==> config.mk <==
export PLATFORM = sky130hd
export DESIGN_NAME = mem_stage
export DESIGN_NICKNAME = d
export VERILOG_FILES = /design/src/rtl/mem_stage.sv
export SDC_FILE = /design/constraint.sdc
export NUM_CORES = 1
export LEC_CHECK = 0
export BUFFER_PORTS_ARGS = -buffer_cell sky130_fd_sc_hd__buf_4
export CAP_MARGIN = 5
export CORE_UTILIZATION = 37
export CTS_CLUSTER_DIAMETER = 80
export CTS_CLUSTER_SIZE = 25
export DETAILED_ROUTE_END_ITERATION = 6
export PLACE_DENSITY_LB_ADDON = 0.08
export SETUP_SLACK_MARGIN = 0.4
export SLEW_MARGIN = 20
export SYNTH_ARGS = -nofsm -noshare
export SYNTH_HDL_FRONTEND = slang
export SYNTH_SLANG_ARGS = --single-unit
==> constraint.sdc <==
create_clock -name clk -period 2.1 [get_ports clk]
set_input_delay 0 -clock clk [delete_from_list [all_inputs] [get_ports clk]]
set_output_delay 0 -clock clk [all_outputs]
set_load 0.02 [all_outputs]
==> src/rtl/mem_stage.sv <==
// Memory-access stage: EX/MEM register, data-memory req/ack FSM, branch resolve, MEM forwarding.
// Optional MEM_ALIGN_CHECK_EN: misaligned memops raise bus_err instead of issuing a request.
module mem_stage #(
  parameter int          MAX_WAIT = 15,
  parameter logic [31:0] RST_PC   = 32'h0
) (
  input  logic        clk,
  input  logic        rst_n,
  input  logic        ex_bubble,
  input  logic [4:0]  ex_reg_addr,
  input  logic [7:0]  ex_control,
  input  logic [31:0] ex_pc_target,
  input  logic [31:0] ex_alu_result,
  input  logic [31:0] ex_write_data,
  input  logic        ex_zero,
  output logic        dmem_req,
  output logic        dmem_we,
  output logic [31:0] dmem_addr,
  output logic [31:0] dmem_wdata,
  input  logic [31:0] dmem_rdata,
  input  logic        dmem_ack,
  output logic        mem_stall,
  output logic        branch_taken,
  output logic [31:0] branch_target,
  output logic [4:0]  fwd_addr,
  output logic [31:0] fwd_data,
  output logic        fwd_is_load,
  output logic        bus_err,
  output logic        wb_valid,
  output logic        wb_reg_write,
  output logic        wb_mem_to_reg,
  output logic [4:0]  wb_reg_addr,
  output logic [31:0] wb_alu_result,
  output logic [31:0] wb_mem_data
);

  typedef struct packed {
    logic        valid;
    logic [4:0]  rd;
    logic        mem_to_reg;
    logic        reg_write;
    logic        mem_read;
    logic        mem_write;
    logic        branch;
    logic [31:0] pc_tgt;
    logic [31:0] alu;
    logic [31:0] wdata;
    logic        zero;
  } ex_mem_t;

  typedef enum logic [1:0] {
    IDLE,
    WAIT,
    ERR
  } state_t;

  ex_mem_t    m;
  state_t     state;
  logic [7:0] wait_cnt;
  logic       memop;
  logic       is_load;
  logic       misalign;
  logic       ack;
  logic       err;
  logic       unused_ctrl;

  // alu_src and alu_op are consumed in EX only
  assign unused_ctrl = ^{ex_control[7], ex_control[1:0]};

  assign memop   = m.valid & (m.mem_read | m.mem_write);
  assign is_load = m.mem_read & ~m.mem_write;
  assign err     = (state == ERR);

`ifdef MEM_ALIGN_CHECK_EN
  assign misalign = (m.alu[1:0] != 2'b00);
`else
  assign misalign = 1'b0;
`endif

  assign dmem_req   = memop & ~misalign & ~err;
  assign ack        = dmem_req & dmem_ack;
  assign mem_stall  = memop & ~ack & ~err;
  assign dmem_we    = m.mem_write;
  assign dmem_addr  = m.alu;
  assign dmem_wdata = m.wdata;
  assign bus_err    = err;

  assign branch_taken  = m.valid & m.branch & m.zero & ~mem_stall;
  assign branch_target = m.pc_tgt;

  assign fwd_addr    = (m.valid & m.reg_write) ? m.rd : 5'd0;
  assign fwd_data    = m.alu;
  assign fwd_is_load = m.valid & m.mem_read;

  always_ff @(posedge clk) begin
    if (!rst_n) begin
      m <= '{pc_tgt: RST_PC, default: '0};
    end else if (!mem_stall) begin
      m <= '{
        valid:      ~ex_bubble,
        rd:         ex_reg_addr,
        mem_to_reg: ex_control[6],
        reg_write:  ex_control[5],
        mem_read:   ex_control[4],
        mem_write:  ex_control[3],
        branch:     ex_control[2],
        pc_tgt:     ex_pc_target,
        alu:        ex_alu_result,
        wdata:      ex_write_data,
        zero:       ex_zero
      };
    end
  end

  always_ff @(posedge clk) begin
    if (!rst_n) begin
      state    <= IDLE;
      wait_cnt <= 8'd0;
    end else begin
      unique case (state)
        IDLE: begin
          if (memop) begin
            if (misalign) begin
              state <= ERR;
            end else if (!ack) begin
              state    <= WAIT;
              wait_cnt <= 8'd1;
            end
          end
        end
        WAIT: begin
          if (ack) begin
            state    <= IDLE;
            wait_cnt <= 8'd0;
          end else if (wait_cnt == 8'(MAX_WAIT)) begin
            state <= ERR;
          end else begin
            wait_cnt <= wait_cnt + 8'd1;
          end
        end
        ERR: begin
          state    <= IDLE;
          wait_cnt <= 8'd0;
        end
        default: state <= IDLE;
      endcase
    end
  end

  // a faulted access retires as a bubble; stores never write back
  always_ff @(posedge clk) begin
    if (!rst_n) begin
      wb_valid      <= 1'b0;
      wb_reg_write  <= 1'b0;
      wb_mem_to_reg <= 1'b0;
      wb_reg_addr   <= 5'd0;
      wb_alu_result <= 32'd0;
      wb_mem_data   <= 32'd0;
    end else if (mem_stall) begin
      wb_valid      <= 1'b0;
      wb_reg_write  <= 1'b0;
      wb_mem_to_reg <= 1'b0;
    end else begin
      wb_valid      <= m.valid & ~err;
      wb_reg_write  <= m.valid & m.reg_write & ~m.mem_write & ~err;
      wb_mem_to_reg <= m.valid & m.mem_to_reg & ~err;
      wb_reg_addr   <= m.rd;
      wb_alu_result <= m.alu;
      if (is_load & ack) begin
        wb_mem_data <= dmem_rdata;
      end
    end
  end

endmodule
======== Yosys cells after proc, flatten, opt, wreduce, memory -nomap -nowiden ========
Cells that the tools add are included.
cells by class
  $add $sub $neg .......................... 1
  multipliers ............................. 0
  divide/modulo/power cells ............... 0
  order comparisons ....................... 0
  equal/unequal tests ..................... 7
  shift-type cells ........................ 0
  multiplexer cells ....................... 11
  bitwise gates (word level) .............. 24
  reductions and logical operators ........ 6
operators by type and width
  operator               count
  $mux W8                4
  $pmux W8 S3            1
  $and A1 B1 Y1          17
  $add A8 B1 Y8 const B  1
  $eq A8 B4 Y1 const B   1
  $mux W2                4
  $ne A3 B3 Y1 const B   2
  $not A1 Y1             6
  $mux W5                1
  $ne A2 B2 Y1 const B   2
  $pmux W2 S2            1
  $reduce_and A4 Y1      1
  $reduce_and A3 Y1      1
  $reduce_bool A3 Y1     1
  $eq A2 B1 Y1 const B   1
  $eq A2 B2 Y1 const B   1
  $logic_not A2 Y1       1
  $reduce_and A2 Y1      1
  $reduce_or A2 Y1       1
  $or A1 B1 Y1           1
word-level totals
  flip-flop bits (word level) ............. 190
  latch bits .............................. 0
  bits in writable memories ............... 0
  memory bits (read-only) ................. 0
  input port bits ......................... 146
  output and inout bits ................... 211
  logic and storage cells ................. 68
  memories kept ........................... 0

======== Longest topological paths before layout ========
  word-level depth ........................ 9
  gate-level depth with buffers ........... 10
  depth with buffers taken out ............ 8

======== Worst setup path before layout ========
No wires, ideal clock.
  path type ............................... reg-to-reg
  start point ............................. reg state[0]
  end point ............................... reg m, in the netlist dmem_addr[0]
  library setup time ...................... 0.070 ns
  arrival time ............................ 2.084 ns
  slack ................................... -0.055 ns
  stages on the path, launching flop included .. 10
  path through ............................ dfxtp_1 -> inv_1 -> ha_1 -> nand2b_2 -> nor2_1 -> nand2_1 -> inv_1 -> clkbuf_1 -> nand2_1 -> a21oi_1
between the ends
  longest elaborated chain between the ends .. 7
RTL lines
  element                      RTL line  source
  from (decl)                  58        state_t state;
  from (signal assigned)       117       state <= IDLE;
  from (signal assigned)       124       state <= ERR;
  from (signal assigned)       126       state <= WAIT;
  $eq A2 B2 Y1                 72        assign err = (state == ERR);
  net bus_err                  28        output logic bus_err,
  $not A1 Y1                   80        assign dmem_req = memop & ~misalign & ~err;
  $and A1 B1 Y1                80
  net dmem_req                 16        output logic dmem_req,
  $and A1 B1 Y1                81        assign ack = dmem_req & dmem_ack;
  $not A1 Y1                   82        assign mem_stall = memop & ~ack & ~err;
  $and A1 B1 Y1 (2 in series)  82
  net mem_stall                22        output logic mem_stall,
  to (signal assigned)         99        m <= '{
  to (decl)                    57        ex_mem_t m;
The timed path passes the listed nets, and every way through them passes these cells.
A chain may end at the register's enable or synchronous reset.

======== Worst setup path after layout ========
  start point ............................. reg wait_cnt[1]
  end point ............................... reg wait_cnt[5]
between the ends
  longest elaborated chain between the ends .. 4
RTL lines
  element                 RTL line  source
  from (decl)             59        logic [7:0] wait_cnt;
  from (signal assigned)  138       wait_cnt <= wait_cnt + 8'd1;
  $add A8 B1 Y8           138
  $mux W8                 135       end else if (wait_cnt == 8'(MAX_WAIT)) begin
  $mux W8                 132       if (ack) begin
  $pmux W8 S3             120       unique case (state)
Several ways; a longest one is shown, not always the timed one. The select of a mux whose other input is x is not followed.

==> metrics <==
status finished, final reports clean; CTS buffer count 17; via count between 7,000 and 8,000; crit-path max FO 4; Final Setup Violations 0; DP Worst Slack 93.5 ps; CTS Buffer Depth 2; Final ANT Viol Nets 0; CTS tree built; endpoints failing hold 0; Port Buffers between 300 and 400; PnR worst setup slack 339 ps; Area Growth Syn to Fin 63.2%; DR WL/cell between 15 and 20 um; Worst-Skew Late Latency between 400 and 500 ps; yosys warns 0; Startpoint Class flip-flop; relative slew slack 0.687; clock sinks 190; CTS HTree Levels 4; Total Nets Final between 1,500 and 2,000; Post-Route WL roughly 25,000 um; Power per Cell Area a little under 700 nW/um^2; Netlist Area Pre-Place between 7000 and 8000 um^2; Critical R2R Capture wait_cnt[5]$_SDFFE_PN0P_; antenna violations before repair 0; sequential-to-total area share from yosys stat 0.489; Initial Util 0.381; largest net degree at the start of global routing 60; Placed Cells incl. Taps 1,443; detailed-route DRC error count 0; R2R setup slack around 340 ps; max cap viols 0; Crit Path Class reg -> reg; gr ovfl total 0; DRT Pass-1 Iters 4; HP Class in -> reg; Final Max Tran Viols 0; Leak between 5 and 6 nW; library cells used by synthesis 35; measured slew at the worst slew-check pin approximately 470 ps; Tmin final between 1500 and 2000 ps; vias per inst around 4.6; vias in the first global route about 7,200; gr usage total 0.212; core area roughly 20,000 um^2; placer congestion estimate about 0.77; row cnt 52; RSZ-0062 raised after global routing true; reg2reg path depth 6; fillcell total 1,836; flop and latch count out of synthesis 190; Final Non-Filler Cells between 1,500 and 2,000; reg-to-reg critical path startpoint wait_cnt[1]$_SDFFE_PN0P_; CP arrival about 2100 ps; first-pass GRT wire length roughly 37,000 um; synthesized area per cell 7.85 um^2; skew final 11.7 ps; chip height roughly 150 um; Crit path required time around 2400 ps; I/O pins 357; layout cells sized above 1 0.365; Post-Synthesis Cells slightly below 1,000; Die Area between 20,000 and 25,000 um^2; Hold EP state[1]$_SDFFE_PN0P_; Clk pin slew, worst setup/hold paths 80 ps; Period Utilization, post-route 0.839; clock root buffer clkbuf_16; hold path start dmem_ack; initial detailed-routing violation count 307; crit end category flip-flop; Setup TNS Final 0 ps; Mapped Nets between 1,000 and 1,500; Inserted Diodes 0; Fmax around 570 MHz; Worst VDD drop about 0.5 mV; chip width 147 um; hpwl dp roughly 15,000 um; hold path depth 5
[worst max-delay path, stage by stage, from the launching register on]
cell and delay, ps:
dfxtp_4 360, ha_4 130, nand4b_1 90, or4_4 450
o21a_4 240, and2_4 160, a31o_4 230
[power breakdown]
group	total (mW)	internal [mW]	switching (mW)	leakage [nW]
logic	1.73	0.906	0.822	3.98
clock network	3.17	1.64	1.54	0.287
registers	3.92	3.78	0.134	1.57
total	8.82	6.33	2.49	5.84
[cells in the final DEF (no fill, tap or decap), drive strengths merged, types with 4 or more instances in the layout]
cell type	instances
buf	398
and3	11
nand2	357
inv	16
clkbuf	27
clkinv	5
nand3	5
o21ai	6
ha	4
nand2b	6
dlygate4sd3	141
dfxtp	190
a21oi	180
nor2	8
[synthesized netlist by cell type]
library cell  number  share of area
a21bo_2            1         0.0013
a21o_1             1        0.00097
a21oi_1          180           0.12
a221oi_1           1         0.0011
a31o_1             1         0.0011
a31o_2             2         0.0023
a32o_1             3         0.0039
a32oi_1            1         0.0011
and2_1             3         0.0024
and3_1            11         0.0088
buf_2             24          0.015
buf_4            128           0.12
buf_6              1         0.0014
clkbuf_1          36          0.017
dfxtp_1          190           0.49
ha_1               4         0.0064
inv_1              7         0.0034
nand2_1          357           0.17
nand2b_1           5         0.0040
nand2b_2           1         0.0011
nand3_1            5         0.0032
nand4b_1           1         0.0011
nor2_1             7         0.0034
nor2_2             1        0.00080
nor2b_1            1        0.00080
nor3_1             2         0.0013
nor3b_1            3         0.0029
nor4_1             2         0.0016
o21a_1             1        0.00097
o21ai_0            6         0.0039
o221a_2            1         0.0014
o22a_1             1         0.0011
o311ai_1           1         0.0011
o31ai_4            1         0.0027
or4_1              1        0.00097
[area by class of cell]
type	count	area [um^2]	share of cell area
inverters	7	46.3	0.00365
multi-input cells	606	3030	0.239
well taps	270	338	0.0266
clock inverters	13	120	0.00946
repair buffers	547	4880	0.385
repair inverters	1	8.76	0.000690
flip-flops and latches	190	3810	0.300
clock buffers	19	453	0.0357
[logic make-up after synthesis]
kind of cell             share of synthesized area
AND/OR/NAND/NOR                              0.205
flip-flops                                   0.489
buffers and inverters                        0.161
AO/OA/AOI/OAI                                0.139
adder cells (fa/ha/maj)                    0.00643
[per-layer routing]
| metal | global-route usage | vias up | wire length (um) |
|---|---|---|---|
| met4 | 0.0649 | 0 | 408 |
| li1 | - | 3829 | - |
| met3 | 0.0516 | 25 | 1430 |
| met1 | 0.256 | 3523 | 10500 |
| met5 | 0 | - | 0 |
| met2 | 0.369 | 235 | 12500 |
[how the worst max path moves through the flow]
stage	startpoint	slack, ps	to	cells after the start
after floorplan	wait_cnt[1]$_SDFFE_PN0P_	360	wait_cnt[3]$_SDFFE_PN0P_	7
after global placement	state[1]$_SDFFE_PN0P_	120	wait_cnt[6]$_SDFFE_PN0P_	7
after detailed placement	state[1]$_SDFFE_PN0P_	90	wait_cnt[6]$_SDFFE_PN0P_	7
after CTS	state[0]$_SDFFE_PN0P_	350	mem_stall	8
after global routing	state[0]$_SDFFE_PN0P_	280	mem_stall	8
final	wait_cnt[1]$_SDFFE_PN0P_	340	wait_cnt[5]$_SDFFE_PN0P_	6
[what timing repair did]
action	CTS	global route
pin swaps	9	22
gates cloned	4	14
hold endpoints to repair	148	0
hold buffers	141	0
resized for setup	29	70
endpoints found under the setup margin	144	180
setup buffers	17	2
[stage by stage]
step | cell area, um^2 | total power [mW] | utilization | hold WS (ps)
2_1_floorplan | 7820 | 4.83 | - | 91.9
3_3_place_gp | 9840 | 5.27 | 0.482 | 181
3_5_place_dp | 9840 | 5.28 | 0.482 | 183
4_1_cts | 12100 | 8.78 | 0.594 | 38.7
5_1_grt | 12700 | 9.21 | 0.622 | 99.5
6_report | 12700 | 8.82 | 0.622 | 71.5
Power figures use the tool's default switching activity.
